File: config.mk
export PLATFORM = sky130hd
export DESIGN_NAME = fetch_stage
export DESIGN_NICKNAME = d
export VERILOG_FILES = /design/src/rtl/fetch_stage.sv
export SDC_FILE = /design/constraint.sdc
export NUM_CORES = 1
export LEC_CHECK = 0
export CAP_MARGIN = 25
export CORE_MARGIN = 1.5
export CORE_UTILIZATION = 46
export CTS_CLUSTER_SIZE = 20
export DETAILED_ROUTE_END_ITERATION = 10
export GPL_TIMING_DRIVEN = 0
export PLACE_DENSITY = 0.89
export SKIP_LAST_GASP = 1
export SYNTH_ARGS = -nofsm -noshare
export SYNTH_HDL_FRONTEND = slang
export SYNTH_SLANG_ARGS = --single-unit
File: constraint.sdc
create_clock -name CLK -period 4.6 [get_ports CLK]
set_input_delay 0.92 -clock CLK [delete_from_list [all_inputs] [get_ports CLK]]
set_output_delay 0.92 -clock CLK [all_outputs]
set_load 0.02 [all_outputs]
File: src/rtl/fetch_stage.sv
// Instruction fetch stage with the IF/ID pipeline register for the RV32I core.
// Holds the PC, selects the next PC, addresses instruction memory and registers the fetched word.
module fetch_stage #(
  parameter logic [31:0] RESET_PC  = 32'h0000_0000,
  parameter logic [31:0] NOP_INSTR = 32'h0000_0013
) (
  input  logic        CLK,
  input  logic        RST_N,
  input  logic        stallF,
  input  logic        stallD,
  input  logic        flushD,
  input  logic [1:0]  pcsrcE,
  input  logic [31:0] pctargetE,
  input  logic [31:0] aluresultE,
  input  logic [31:0] imem_rdata,
  output logic [31:0] imem_addr,
  output logic [31:0] pcF,
  output logic [31:0] instrD,
  output logic [31:0] pcD,
  output logic [31:0] pcplus4D,
  output logic        validD
);

  typedef enum logic [1:0] {
    PCSRC_SEQ    = 2'b00,
    PCSRC_BRANCH = 2'b01,
    PCSRC_JALR   = 2'b10,
    PCSRC_RSVD   = 2'b11
  } pcsrc_e;

  logic [31:0] r_pc;
  logic [31:0] r_instr;
  logic [31:0] r_pc_d;
  logic [31:0] r_pcplus4_d;
  logic        r_valid_d;

  logic [31:0] w_pcplus4F;
  logic [31:0] w_target;
  logic        w_redirect;

  assign w_pcplus4F = r_pc + 32'd4;

  // Targets are word-aligned: the core has no compressed instructions, so bit 1 is dropped too.
  always_comb begin
    // NOTE: every output of this block gets a default first, so no path leaves it unassigned and no latch is inferred.
    w_redirect = 1'b0;
    w_target   = w_pcplus4F;
    case (pcsrc_e'(pcsrcE))
      PCSRC_BRANCH: begin
        w_redirect = 1'b1;
        w_target   = pctargetE & ~32'h3;
      end
      PCSRC_JALR: begin
        w_redirect = 1'b1;
        w_target   = aluresultE & ~32'h3;
      end
      PCSRC_SEQ, PCSRC_RSVD: begin
        w_redirect = 1'b0;
        w_target   = w_pcplus4F;
      end
      default: begin
        w_redirect = 1'b0;
        w_target   = w_pcplus4F;
      end
    endcase
  end

  // A redirect beats stallF: a taken branch must not be lost behind a load-use stall.
  always_ff @(posedge CLK) begin
    // NOTE: sequential state uses non-blocking assignments so every register samples pre-edge values.
    if (!RST_N)          r_pc <= RESET_PC;
    else if (w_redirect) r_pc <= w_target;
    else if (!stallF)    r_pc <= w_pcplus4F;
  end

  // A flush only has to kill the instruction, so pcD/pcplus4D keep their last values.
  always_ff @(posedge CLK) begin
    if (!RST_N) begin
      r_instr     <= NOP_INSTR;
      r_pc_d      <= RESET_PC;
      r_pcplus4_d <= RESET_PC + 32'd4;
      r_valid_d   <= 1'b0;
    end else if (flushD) begin
      r_instr   <= NOP_INSTR;
      r_valid_d <= 1'b0;
    end else if (!stallD) begin
      r_instr     <= imem_rdata;
      r_pc_d      <= r_pc;
      r_pcplus4_d <= w_pcplus4F;
      r_valid_d   <= 1'b1;
    end
  end

  assign pcF       = r_pc;
  assign imem_addr = r_pc;
  assign instrD    = r_instr;
  assign pcD       = r_pc_d;
  assign pcplus4D  = r_pcplus4_d;
  assign validD    = r_valid_d;

endmodule
After elaboration in Yosys (flattened, before gate mapping)
Cells that the tools add are included.
{"block": "word_totals", "regBits": 129, "wordCells": 22, "input_bits": 103, "output_inout_bits": 161}
{"block": "classes", "n_mux": 4, "n_eq_ne": 4, "reduce_logical": 5, "n_addsub": 1, "n_bitwise": 3}
{"cell": "$pmux 32 s3", "n": 1}
{"cell": "$mux 32", "n": 2}
{"cell": "$add 32x3->32 const B", "n": 1}
{"cell": "$reduce_or 2->1", "n": 3}
{"cell": "$eq 2x2->1 const B", "n": 2}
{"cell": "$not 1->1", "n": 3}
{"cell": "$eq 2x1->1 const B", "n": 1}
{"cell": "$logic_not 2->1", "n": 1}
{"cell": "$ne 2x1->1 const B", "n": 1}
{"cell": "$pmux 1 s2", "n": 1}
{"cell": "$reduce_and 2->1", "n": 1}

Longest topological paths before layout
{"block": "depth", "word_depth": 4, "ltp_mapped": 7, "mapped_depth_nobuf": 6}

Worst setup path after synthesis
OpenSTA, ideal clock, no wires.
{"block": "synth_path", "kind": "in2reg", "from": "in pcsrcE[0]", "to": "reg r_pc[25], in the netlist imem_addr[25]", "slack_ns": 2.257, "t_required_ns": 4.463, "t_arrival_ns": 2.206, "n_path_buf": 3, "path_stages": 6, "cell_sequence": "inv_1 -> ha_1 -> clkbuf_1 -> buf_1 -> clkbuf_1 -> a31oi_1"}
{"block": "synth_between", "elab_chain_cells": 4, "elab_cells_between_ends": 10}
{"item": "start: declaration", "line_no": "12", "rtl": "input logic [1:0] pcsrcE,"}
{"item": "$eq 2x2->1 (tied with other cells)", "line_no": "48", "rtl": "case (pcsrc_e'(pcsrcE))"}
{"item": "$reduce_or 2->1 (on tied branches)"}
{"item": "$pmux 1 s2 / $pmux 32 s3 (equally long branches)", "line_no": "48"}
{"item": "$ne 2x1->1 (no line) / $mux 32 (equally long branches)"}
{"item": "end signal: assignment", "line_no": "72", "rtl": "else if (w_redirect) r_pc <= w_target;"}
{"item": "end signal: assignment", "line_no": "73", "rtl": "else if (!stallF) r_pc <= w_pcplus4F;"}
{"item": "end: declaration", "line_no": "31", "rtl": "logic [31:0] r_pc;"}
Several ways; a longest one is shown, not always the timed one.
A chain may end at the register's enable or synchronous reset.

Worst setup path in the final report
{"block": "layout_path", "from": "in pcsrcE[0]", "to": "reg r_pc[21], in the netlist imem_addr[21]"}
Same word-level chain as after synthesis.

==> impl.org <==
** Route
- Via density per instance :: 5.70
- In this run the remaining antenna-violating nets after routing total 0.
- Detailed routing inserted a total of 6782 vias.
- Number of design rule violations left after detail routing :: 0
- For this block, the initial DRC count from the detailed router was 715.
- For this block, the routed nets add up to 22.7 mm of wire.
- Pre-Repair DR Iteration Count :: 6
- After detailed routing, the average wire length per cell comes to 19.1 um.

** Place
- HPWL reported at the end of detailed placement :: 16.6 mm
- Pre-CTS setup slack :: 1.09 ns
- Post-DP Area :: 8850 um2
- Port Buffer Count :: 250
- Gp weighted congestion :: 0.945

** Pwr
- The analysis attributes to cell leakage a power of 3.45 nW.
- Power spread over the standard cell area amounts to 355 nW/um2.
- Total chip power :: 3.37 mW
- The worst-case IR drop observed on VDD is 0.253 mV.

** Global routing
- GR Util All Layers :: 31.7%
- Summed over all layers, the global routing overflow is 0.
- GRT busiest layer :: met2
- Met3 GRT Util :: 9.75%
- The number of global-route vias before repair came to 6546.
- Met2 global-route usage :: 54.4%
- First-pass GRT wire length :: 34.7 mm
- For this run, global-route usage on met1 was measured as 36.5%.
- Initial antenna violation count :: 0
- Largest net degree at the start of global routing :: 17

** Clock network
- Quantity of hold-fixing buffers added after cts :: 0
- The number of setup buffers added after CTS is 0.
- Maximum root-to-sink buffer count :: 2
- Clock-pin slew was measured on the worst setup and hold paths at 0.06 ns.
- The number of gates resized after CTS was 0.
- Clock root cell :: clkbuf_16
- TritonCTS built the clock tree.
- H-Tree Level Count :: 4
- The tree built by TritonCTS fans out to 123 sinks.
- Clock tree synthesis inserted a total of 17 buffers.
- For the worst-skew pair, the clock arrives at the later sink with an insertion delay of 0.42 ns.

** Worst setup path
- Critical Path Source Type :: input port
- Top fanout value on the critical path :: 10
- At the worst endpoint, the required time is 4.89 ns.
- Slack of the worst reg-to-reg path :: 2.06 ns
- In this run the critical register-to-register path is launched from imem_addr[12]$_SDFFE_PN0P_.
- In this run the critical register-to-register path is captured at imem_addr[27]$_SDFFE_PN0P_.
- The number of cells on the worst reg-to-reg path is 4.
- Startpoint-to-endpoint class of the critical path :: in -> reg
- The worst setup path is captured at a flop.
- Data on the critical path arrives at its endpoint at 3.40 ns.

** Die
- Number of cell rows :: 41
- Horiz. Die Dim :: 118 um
- The floorplan step defined a die boundary enclosing 14000 um2.
- Effective utilization at floorplan :: 47.8%
- The die is 118 um tall.
- Boundary pin count :: 264
- The total area inside the core boundary comes to 12800 um2.

** Layout
- Nets :: 1109
- Leaving out fill and tap cells, the most frequent cell in the layout is clkdlybuf4s50_1.
- Filler instances :: 941
- The repair_antennas step left the layout with diodes totalling 0.
- Highest-count cells in the layout ignoring fill and taps :: clkdlybuf4s50_1 (250), dfxtp_1 (123), nand2_1 (85)
- Final instance area :: 9480 um2
- Final cell utilization of the core :: 74.2%
- Share of layout cells above drive strength 1 :: 9.73%
- From synthesis to final layout, the design area changed by 55.4%.

** Synth
- Average size of a mapped cell :: 8.39 um2
- Area of the mapped netlist :: 6100 um2
- Flops & latches, synth :: 123
- Cells after Synth :: 728
- During synthesis, Yosys emitted a total of 0 warnings.
- The synthesized netlist contains 52 unique library cells.
- Share of synthesized flip-flops with an asynchronous set or reset :: 0%
- Main flop type after synthesis :: dfxtp_1
- Number of enable-type register cells in the synthesized netlist :: 0
- The share of the Yosys chip area taken by registers is 40.3%.

** STA
- Total negative setup slack :: 0 ns
- Part of the cycle the worst path needs :: 67.7%
- Measured against its own limit, the worst slew margin works out to 30.7%.
- The count of pins over their slew limit is 0.
- Slew at the pin closest to its max-slew limit :: 1.03 ns
- Post-route minimum period :: 3.12 ns
- Setup violations remaining at the end of the flow were counted as 0.
- Based on the critical path, the design can be clocked at up to 321 MHz.
- Clock skew on the completed layout was measured at 0.00903 ns.
- Final Hold Vio Count :: 0
- Fin worst setup slack :: 1.48 ns
- Unrepaired setup endpoints after global routing :: no

** Min path
- Hold path cells :: 2
- The startpoint identified for the worst hold timing path is pcD[20]$_SDFFE_PN0P_.
- Classification of the worst-slack hold path :: reg -> reg
- The worst hold path terminates at pcD[20]$_SDFFE_PN0P_.

** Run status
- The flow ran to the end, and the final reports show no timing, DRC or antenna violations.

** Run
- Reported max-cap violation count :: 0
[kinds of logic after synthesis]
family          synth area share [%]
xor+xnor                        3.44
simple gates                    20.5
mux                             8.79
flops                           40.3
buf+inv                         9.96
fa+ha+maj                      0.410
compound gates                  16.5
other cells                   0.0614
[flip-flops by register name, summed over array words and instances, names as in the netlist]
signal,count
imem_addr,30
validD,1
pcplus4D,30
pcD,30
instrD,32
[where the power goes]
group | internal (mW) | leakage [nW] | total, mW | switching, mW
combinational | 0.354 | 2.13 | 0.734 | 0.380
sequential | 1.13 | 1.01 | 1.20 | 0.0690
clock | 0.944 | 0.312 | 1.43 | 0.489
[stage by stage]
step | hold slack [ns] | cells
2_1_floorplan | 0.526 | 735
3_3_place_gp | 0.439 | 1157
3_5_place_dp | 0.446 | 1157
4_1_cts | 0.453 | 1189
5_1_grt | 0.470 | 1189
6_report | 0.453 | 1189
[final cells by class]
cell class                 instances  area (um2)  area share, %
multi-input combinational        495        3060           32.3
timing repair buffer             250        2500           26.4
sequential                       123        2460           26.0
buffer                           107         571           6.02
clock buffer                      20         467           4.92
tap                              172         215           2.27
clock inverter                    12         169           1.78
inverter                          10        37.5          0.396
[Yosys cell counts (11+ instances only)]
master	instances	area, um2
nand4_1	19	119
nor2_1	45	169
or3_1	11	68.8
nand2_1	85	319
mux2_2	13	146
nor2b_1	13	81.3
nor4_1	13	81.3
clkbuf_1	51	191
a21oi_1	48	240
o21ai_0	44	220
dfxtp_1	123	2460
nor3_1	12	60.1
a211oi_1	20	150
mux2i_1	39	390
buf_4	40	300
a31oi_1	14	87.6
nand3_1	17	85.1
xor2_1	15	131
[per-layer routing]
metal,wire length (um),share of wire [%]
met5,0,0
met4,834,3.7
met3,2750,12
met2,10800,48
met1,8320,37
[critical path, stage by stage]
cell             delay (ns)
clkdlybuf4s50_1        0.39
inv_1                  0.07
ha_1                   0.17
clkbuf_1               0.70
clkbuf_1               0.67
mux2i_1                0.34
o32ai_1                0.13
[worst max path at each step]
stage,startpoint,end,slack [ns]
floorplan,pcsrcE[0],imem_addr[25]$_SDFFE_PN0P_,2.26
global placement,pcsrcE[0],imem_addr[20]$_SDFFE_PN0P_,1.11
detailed placement,pcsrcE[0],imem_addr[20]$_SDFFE_PN0P_,1.09
CTS,pcsrcE[0],imem_addr[20]$_SDFFE_PN0P_,1.54
global route,pcsrcE[0],imem_addr[30]$_SDFFE_PN0P_,1.40
finish,pcsrcE[0],imem_addr[21]$_SDFFE_PN0P_,1.48
Power figures use the tool's default switching activity.
